--- config.mk ---
export PLATFORM = sky130hd
export DESIGN_NAME = seven_seg_capture
export DESIGN_NICKNAME = d
export VERILOG_FILES = /design/src/rtl/seven_seg_capture.sv
export SDC_FILE = /design/constraint.sdc
export NUM_CORES = 1
export LEC_CHECK = 0
export ABC_AREA = 1
export BUFFER_PORTS_ARGS = -buffer_cell sky130_fd_sc_hd__clkbuf_2
export CORE_MARGIN = 2
export CORE_UTILIZATION = 50
export CTS_CLUSTER_SIZE = 30
export DETAILED_ROUTE_END_ITERATION = 8
export GPL_TIMING_DRIVEN = 1
export PLACE_DENSITY = 0.78
export SKIP_CTS_REPAIR_TIMING = 1
export SLEW_MARGIN = 20
export SYNTH_ARGS = -nofsm -noshare
export SYNTH_HDL_FRONTEND = slang
export SYNTH_SLANG_ARGS = --single-unit
--- constraint.sdc ---
create_clock -name clk -period 2.66 [get_ports clk]
set_input_delay 0.266 -clock clk [delete_from_list [all_inputs] [get_ports clk]]
set_output_delay 0.266 -clock clk [all_outputs]
set_load 0.01 [all_outputs]
--- src/rtl/seven_seg_capture.sv ---
// Receiver for a multiplexed active-low seven-segment display bus: filters scan
// transitions, decodes settled segment patterns back to BCD and holds four digits.
module seven_seg_capture #(
    parameter int unsigned STABLE_CYCLES = 1000
) (
    input  logic        clk,
    input  logic        rst,
    input  logic [3:0]  an_in,
    input  logic [6:0]  seg_in,
    output logic [15:0] digits,
    output logic [3:0]  digit_valid,
    output logic        update,
    output logic        bad_pattern,
    output logic        frame_done
);

    typedef enum logic [1:0] {StChanging, StSettling, StHeld} state_e;

    localparam logic [15:0] StableCnt = 16'(STABLE_CYCLES);

    logic [3:0]  an_q;
    logic [6:0]  seg_q;
    state_e      state_q;
    logic [15:0] cnt_q;
    logic [3:0]  mask_q;

    logic        same;
    logic        accept;
    logic        an_onehot;
    logic [1:0]  idx;
    logic        seg_hit;
    logic [3:0]  seg_val;
    logic        seg_blank;
    logic [3:0]  mask_set;

    always_comb begin
        same      = ({an_in, seg_in} == {an_q, seg_q});
        // cnt_q counts identical samples already held; the accept fires on the
        // edge after the STABLE_CYCLES-th one.
        accept    = (state_q != StHeld) && (cnt_q == StableCnt);
        an_onehot = 1'b1;
        idx       = 2'd0;
        unique case (an_q)
            4'b1110: idx = 2'd0;
            4'b1101: idx = 2'd1;
            4'b1011: idx = 2'd2;
            4'b0111: idx = 2'd3;
            default: an_onehot = 1'b0;
        endcase
        seg_hit = 1'b1;
        seg_val = 4'd0;
        case (seg_q)
            7'b1000000: seg_val = 4'd0;
            7'b1111001: seg_val = 4'd1;
            7'b0100100: seg_val = 4'd2;
            7'b0110000: seg_val = 4'd3;
            7'b0011001: seg_val = 4'd4;
            7'b0010010: seg_val = 4'd5;
            7'b0000010: seg_val = 4'd6;
            7'b1111000: seg_val = 4'd7;
            7'b0000000: seg_val = 4'd8;
            7'b0010000: seg_val = 4'd9;
            default:    seg_hit = 1'b0;
        endcase
        seg_blank = (seg_q == 7'b1111111);
        mask_set  = mask_q | (4'(1) << idx);
    end

    always_ff @(posedge clk) begin
        if (rst) begin
            an_q        <= 4'hF;
            seg_q       <= 7'h7F;
            state_q     <= StChanging;
            cnt_q       <= 16'd0;
            mask_q      <= 4'd0;
            digits      <= 16'hFFFF;
            digit_valid <= 4'd0;
            update      <= 1'b0;
            bad_pattern <= 1'b0;
            frame_done  <= 1'b0;
        end else begin
            an_q        <= an_in;
            seg_q       <= seg_in;
            update      <= 1'b0;
            bad_pattern <= 1'b0;
            frame_done  <= 1'b0;

            if (!same) begin
                state_q <= StChanging;
                cnt_q   <= 16'd1;
            end else if (accept) begin
                state_q <= StHeld;
            end else if (state_q != StHeld) begin
                state_q <= StSettling;
                cnt_q   <= cnt_q + 16'd1;
            end

            if (accept && an_q != 4'hF) begin
                if (!an_onehot) begin
                    bad_pattern <= 1'b1;
                end else begin
                    update <= 1'b1;
                    if (seg_hit) begin
                        digits[int'(idx)*4 +: 4] <= seg_val;
                        digit_valid[idx]         <= 1'b1;
                    end else if (seg_blank) begin
                        digits[int'(idx)*4 +: 4] <= 4'hF;
                        digit_valid[idx]         <= 1'b0;
                    end else begin
                        digit_valid[idx] <= 1'b0;
                        bad_pattern      <= 1'b1;
                    end
                    if (mask_set == 4'hF) begin
                        frame_done <= 1'b1;
                        mask_q     <= 4'd0;
                    end else begin
                        mask_q <= mask_set;
                    end
                end
            end
        end
    end

endmodule

; ---- Yosys cells after proc, flatten, opt, wreduce, memory -nomap -nowiden
; Index checks and enable logic that the tools add are counted.
[word_totals]
input_bits = 13
reg_bits = 56
elab_cells = 87
output_inout_bits = 23
[classes]
n_addsub = 2
n_mux = 22
order_cmp = 2
eq_ne = 21
n_bitwise = 8
reduce_logical = 16
shift = 4
[ops]
columns = op, n
row1 = case mux 4 bit (9 select lines), 1
row2 = negator 4 -> 33 bit, 1
row3 = variable shift 4 x 33 -> 16 bit (first input constant), 1
row4 = indexed part select 4 x 33 -> 16 bit, 1
row5 = indexed part select 4 x 33 -> 16 bit (first input constant), 1
row6 = bitwise mux 16 bit, 2
row7 = two-way mux 16 bit, 2
row8 = equality test 7 bit (second input constant), 4
row9 = equality test 7 x 5 -> 1 bit (second input constant), 3
row10 = adder 16 x 1 -> 16 bit (second input constant), 1
row11 = equality test 16 x 10 -> 1 bit (second input constant), 1
row12 = equality test 4 bit (second input constant), 4
row13 = equality test 7 x 6 -> 1 bit (second input constant), 2
row14 = equality test 11 bit, 1
row15 = two-way mux 1 bit, 11
row16 = OR reduction 10 bit, 1
row17 = two-way mux 4 bit, 2
row18 = OR 4 bit, 2
row19 = equality test 7 x 2 -> 1 bit (second input constant), 1
row20 = zero test 7 bit, 1
row21 = case mux 2 bit (3 select lines), 1
row22 = AND reduction 2 bit, 3
row23 = OR reduction 3 bit, 2
row24 = AND 4 bit, 1
row25 = 16 further kinds, 25

; ---- Depth between registers and ports, before layout
; Gate-level depths: netlist of the first run.
[logic_depth]
depth_word = 9
mapped_depth = 13
mapped_depth_nobuf = 13

; ---- Least setup slack after synthesis of the first run
; OpenSTA, ideal clock, no wires.
[synth_timing]
path_type = register to register
startpoint = register an_q[1]
endpoint = register mask_q[1]
period_less_slack_ns = 1.755
setup_time_ns = 0.116
path_buffers = 0
path_slack_ns = 0.905
path_stages_with_launch = 11
arrival_time_ns = 1.639
cell_sequence = dfxtp_1 > nand2_1 > nor3b_1 > nor2_1 > inv_1 > ha_1 > inv_1 > a221oi_1 > nand2_1 > nand2_1 > a21oi_1
[synth_between]
elab_chain_cells = 6
[synth_rtl]
columns = element, line_no
row1 = start: declaration, 21  ; logic [3:0] an_q;
row2 = start signal: assignment, 82  ; an_q <= an_in;
row3 = equality test 4 x 3 -> 1 bit / equality test 4 bit (equally long branches), 43  ; unique case (an_q)
row4 = case mux 2 bit (3 select lines), 43
row5 = << shifter 1 x 2 -> 4 bit, 66  ; mask_set = mask_q | (4'(1) << idx);
row6 = OR 4 bit, 66
row7 = equality test 4 bit, 113  ; if (mask_set == 4'hF) begin
row8 = two-way mux 4 bit, 113
row9 = end signal: assignment, 117  ; mask_q <= mask_set;
row10 = end: declaration, 25  ; logic [3:0] mask_q;
; Parallel ways exist; a longest one is shown, timed or not.
; A chain may end at the register's enable or synchronous reset.

; ---- Final worst setup path of the first run
; Ends and elaborated chain as after synthesis.

==> summary.txt, run 1 <==
Outcome
  • Status: complete, no violations

Timing
  • RSZ-0062 raised after global routing: no
  • Fmax achieved: 489 MHz
  • Setup TNS: 0 ns
  • Fin crit period: 2.04 ns
  • Count of final setup violators: 0
  • Worst Skew: 0.00844 ns
  • Period utilization: 0.769
  • Hold slack: 0.157 ns
  • Final Hold Vio Count: 0
  • Rel. slew slack: 0.679
  • Worst-margin pin slew: 0.481 ns
  • Final slew viol count: 0

Logic synthesis
  • Ys async rst share: 0
  • Yosys cell types: 33
  • Post-synth EDFFs: 0
  • Ys Warns: 0
  • Register bit count reported by yosys: 56
  • Synthesized net count: 461
  • Top cell type's share of synthesized area: 0.370
  • Commonest cells post-synth: nand2_1, dfxtp_1, inv_1, nand3_1, nor2_1
  • Mapped Avg Cell Area: 6.86 um2
  • Top-count cell post-synth: nand2_1
  • Mapped Cells: 442
  • Ys flop type: dfxtp_1
  • Sequential fraction of the synthesis area: 0.370
  • Top cells by area, synth: dfxtp_1, nand2_1, nand3_1
  • Post-Synthesis Cell Area: 3030 um2
  • Cell taking the most area after synthesis: dfxtp_1

Floorplanning
  • Core Box Area: 5890 um2
  • Row count: 28
  • Starting Density: 0.515
  • Die ar.: 6710 um2
  • Num ports: 36
  • Chip width: 81.9 um
  • Die Y: 81.9 um

Clocking
  • Clock Latency Late Sink: slightly above 0.3 ns
  • Clock sink count: 56
  • Clock transition at path regs: about 0.1 ns
  • CTS H-tree lvls: 2
  • Root Buffer: clkbuf_8
  • CTS tree: done
  • Longest Clk Path Bufs: 2
  • TritonCTS Buffers: 5

Global routing
  • Pin count of the biggest net entering global routing: 17
  • Initial antenna violation count: 0
  • Total grt overflow: 0
  • First-pass GRT wire length: 11,300 um
  • Vias in the first global route: between 2k and 3k
  • GR Util All Layers: 0.211

Worst setup path
  • Reg2Reg Setup Slack: 0.62 ns
  • Reg2Reg Depth: 10
  • CP Depth: 10
  • Crit path max-delay family: simple AND/OR/NAND/NOR gates
  • Startpoint class of the critical path: register
  • Worst Path Required: ~2.9 ns
  • CP arrival: 2.25 ns
  • RR Startpoint: an_q[1]
  • Crit. End Element: register
  • Reg2reg end: mask_q[1]
  • WP buf/inv: 2
  • Setup crit end: mask_q[1]
  • Crit-path cells: nand2_1, nor3b_1, nor2_1, inv_1, ha_1, inv_1, a221oi_1, nand2_1, nand2_1, a21oi_1
  • CP max-delay cell: dfxtp_1
  • Crit Path Category: reg2reg
  • Worst setup path start: an_q[1]
  • Crit path top cell by count: nand2_1
  • CP peak stage delay: 0.40 ns
  • CP max FO: 8

Placed design
  • Hpwl dp: 5170 um
  • Placed insts: 549
  • DP Area: 3290 um2
  • Number of buffers added on ports: 35
  • Final GP Congestion: 0.991

Layout
  • Post-route core utilization: 0.573
  • # diodes: 0
  • Final nets: 500
  • Ratio of cells with drive above 1 in the final layout: 0.183
  • Final non-filler cell total: 557
  • Design area: 3370 um2
  • P&R area growth vs syn: 11.2%

Worst hold path
  • Tightest Hold Check Type: in2reg

Route
  • WL/cell: roughly 12 um
  • Routed wire length: 6620 um
  • Final ANT Viol Nets: 0
  • DR iter-0 viols: between 150 and 200
  • Via Count: approximately 2.9k
  • Vias/cell: 5.21
  • DRC errors left: 0
  • Drt pass-1 iters: 5

Pwr
  • Peak supply drop: 0.000270 V
  • Pwr Density: 436 nW/um2
  • Leak pwr: 1.60 nW

Job
  • Max-cap violations: 0
==> sequential cells by signal, indices dropped and copies added (netlist names), named ones only <==
name and cells:
bad_pattern 1, seg_q 7, state_q 2, mask_q 4
an_q 4, frame_done 1, cnt_q 16, update 1
digits 16
==> cell families (layout without fill, tap and decap cells) <==
family / after synthesis / count (layout) / share of synthesized area
xor gates and xnor gates: 5 / 5 / 0.0144
AOI/OAI and AO/OA: 41 / 41 / 0.0722
and+or+nand+nor: 266 / 266 / 0.432
adders and majority gates: 6 / 6 / 0.0248
DFF: 56 / 56 / 0.370
buffers and inverters: 68 / 108 / 0.0866
==> cell type report <==
cell class                 count  area, um2
fill                         578       2510
timing repair buffer          36        183
multi-input combinational    318       1650
sequential                    56       1120
tap                           75       93.8
clock inverter                 1       8.76
inverter                      64        240
clock buffer                   7       76.3
==> metrics by stage <==
| stage | setup WS, ns | power, mW |
|---|---|---|
| 6_report | 0.615 | 1.47 |
| 5_1_grt | 0.280 | 1.53 |
| 4_1_cts | 0.639 | 1.48 |
| 3_5_place_dp | 0.666 | 1.02 |
| 3_3_place_gp | 0.735 | 1.02 |
| 2_1_floorplan | 0.905 | 0.981 |
==> layer usage <==
layer / up-vias / track usage / wire length, um
met2: 84 / 0.345 / 2920
li1: 1496 / - / -
met5: - / 0 / 0
met4: 0 / 0.0633 / 99
met1: 1310 / 0.279 / 3210
met3: 10 / 0.0451 / 384
==> worst min-delay path by stage <==
stage | from | endpoint | slack [ns] | cells past startpoint
after floorplan | rst | cnt_q[0] | 0.34 | 1
after global placement | digits[0] | digits[0] | 0.44 | 2
after detailed placement | mask_q[1] | mask_q[1] | 0.44 | 2
after CTS | seg_in[4] | seg_q[4] | 0.15 | 3
after global routing | seg_in[5] | seg_q[5] | 0.16 | 3
final | seg_in[4] | seg_q[4] | 0.16 | 3
==> power by group <==
group,internal (mW),switching [mW]
clock network,0.189,0.280
registers,0.848,0.0122
logic,0.0447,0.0969
total,1.08,0.389
==> worst register-to-register path, stage by stage (launching register included) <==
cell      delay (ns)
dfxtp_1         0.40
nand2_1         0.11
nor3b_1         0.20
nor2_1          0.13
inv_1           0.21
ha_1            0.25
inv_1           0.08
a221oi_1        0.27
nand2_1         0.14
nand2_1         0.11
a21oi_1         0.06
==> layout by cell type (no fill, tap or decap), drive strengths merged <==
cell    instances
nor4            1
nand4          20
inv            64
a21oi          22
ha              6
o211a           1
nand3          47
nor2           55
xnor2           3
clkbuf         42
dfxtp          56
a221oi          1
nand2         126
o21ai          16
xor2            2
nor3            8
or2             8
nor3b           1
clkinv          1
o22ai           1
buf             1
No activity file was read; power rests on OpenSTA's default activity.
==> inputs of run 2 (changes only) <==
- PLACE_DENSITY: 0.78 -> 0.81
- clock period: 2.66 -> 1.85 ns (I/O delays scaled with it)
==> run 2 against run 1 <==
  * Global-route usage increased by 0.76 points
  * Critical path type unchanged
  * Via count increased by 4.0%
  * Largest power group unchanged
  * Core utilization increased by 6.1 points
  * Highest routed layer unchanged
==> summary.txt, run 2 (same netlist as run 1, synthesis figures left out) <==
Pwr
  • Pwr Density: about 590 nW/um2
  • Post-layout power: ~2.2 mW
  • Leak pwr: approximately 1.7 nW
  • Peak supply drop: around 0.00030 V

Worst setup path
  • Reg2reg end: digits[7]
  • CP arrival: around 2.0 ns
  • Reg2Reg Depth: 9
  • RR Startpoint: an_q[1]
  • Crit. End Element: register
  • CP peak stage delay: 0.37 ns
  • CP max-delay cell: dfxtp_2
  • Worst Path Required: 2.12 ns
  • Crit path top cell by count: nand3_1
  • Startpoint class of the critical path: register
  • Reg2Reg Setup Slack: 0.10 ns
  • Crit Path Category: reg2reg
  • CP max FO: 4
  • Crit-path cells: nand2_2, nor3b_4, nor2_4, ha_2, inv_1, nand3_1, o21ai_0, nand3_1, nand3_1

Route
  • Via Count: 3,016
  • Final ANT Viol Nets: 0
  • WL/cell: 12.2 um
  • Vias/cell: 5.19
  • DR iter-0 viols: 209
  • Drt pass-1 iters: 5
  • DRC errors left: 0
  • Routed wire length: 7100 um

Placed design
  • Hpwl dp: 5270 um
  • Placed insts: 565
  • Dpl ws: slightly above 0.009 ns
  • DP Area: 3410 um2
  • Final GP Congestion: 0.907
  • Number of buffers added on ports: 35

Floorplanning
  • Chip width: 81.9 um
  • Row count: 28
  • Starting Density: 0.515
  • Die ar.: 6710 um2
  • Die Y: 81.9 um
  • Core Box Area: 5890 um2
  • Num ports: 36

Timing
  • Hold slack: 0.0692 ns
  • Count of final setup violators: 0
  • RSZ-0062 raised after global routing: yes
  • Worst Skew: 0.0109 ns
  • Worst-margin pin slew: 0.338 ns
  • Period utilization: 0.944
  • Final slew viol count: 0
  • Rel. slew slack: 0.773
  • Setup TNS: 0 ns
  • Final Hold Vio Count: 0
  • Fmax achieved: 573 MHz
  • Fin crit period: 1.75 ns
  • Final WS setup: 0.104 ns

Layout
  • P&R area growth vs syn: 23.0%
  • Final nets: 524
  • Commonest cells after routing, fill and taps aside: nand2_1, inv_1, dfxtp_1
  • # diodes: 0
  • Design area: 3730 um2
  • Final non-filler cell total: 581
  • Commonest non-fill, non-tap cell in the layout: nand2_1
  • Ratio of cells with drive above 1 in the final layout: 0.294
  • Largest registers: cnt_q (16), digits (16), seg_q (7)
  • Post-route core utilization: 0.634

Global routing
  • Vias in the first global route: 2,679
  • Initial antenna violation count: 0
  • Total grt overflow: 0
  • First-pass GRT wire length: roughly 12,000 um
  • GR Util All Layers: 0.219
  • Pin count of the biggest net entering global routing: 18

Worst hold path
  • WHS Path Cells: 3
  • Hold Path Sink: seg_q[4]
  • Hold_sp: seg_in[4]
  • Tightest Hold Check Type: in2reg

Clocking
  • Clock transition at path regs: 0.10 ns
  • Longest Clk Path Bufs: 2
  • CTS tree: done
  • Root Buffer: clkbuf_8
  • Clock sink count: 56
  • CTS H-tree lvls: 2
  • Clock Latency Late Sink: 0.32 ns
  • TritonCTS Buffers: 5

Job
  • Max-cap violations: 0

Outcome
  • Status: complete, no violations
==> run 2: changes by cell type in the layout (fill, tap and decap cells not counted), moves of 2 or more <==
cell and delta:
nand2_2 +6, ha_4 +4, nor2_4 +2, nand2_1 -6, inv_1 -6, nor2_1 -3, dfxtp_2 +9, o21ai_0 -2
ha_1 -5, buf_4 +21, dfxtp_1 -10, inv_2 +6
==> run 2: metal layers <==
metal,part of all wire,GRT usage,wire (um),up-vias
li1,-,-,-,1552
met5,0,0,0,-
met4,0.019,0.0733,134,0
met3,0.054,0.0418,384,13
met1,0.47,0.285,3330,1358
met2,0.46,0.362,3250,93
==> run 2: area by class of cell <==
type	instances	area, um2
Fill cell	523	2160
Multi-Input combinational cell	319	1800
Sequential cell	56	1140
Timing Repair Buffer	59	372
Inverter	64	240
Tap cell	75	93.8
Clock buffer	6	72.6
Clock inverter	2	16.3
==> run 2: report_power, final <==
group	total (mW)	internal [mW]	switching, mW
logic	0.281	0.118	0.163
clock network	0.691	0.271	0.420
registers	1.24	1.22	0.0196
total	2.21	1.61	0.603
==> run 2: worst max-delay path, delay by kind of cell (launching register included) <==
kind / cells / cell delay [ns]
buffers and inverters: 1 / 0.14
AO/OA/AOI/OAI: 1 / 0.29
adder cells (fa/ha/maj): 1 / 0.19
flip-flops: 1 / 0.37
AND/OR/NAND/NOR: 6 / 0.71
==> run 2: worst max-delay path by stage <==
stage	startpoint	end	depth (start not counted)	slack, ns
5_1_grt	cnt_q[1]	digits[6]	11	-0.03
3_5_place_dp	an_q[0]	mask_q[1]	10	0.009
4_1_cts	an_q[0]	mask_q[1]	10	-0.03
2_1_floorplan	an_q[1]	mask_q[1]	10	0.09
6_report	an_q[1]	digits[7]	9	0.10
3_3_place_gp	an_q[0]	mask_q[3]	10	0.09
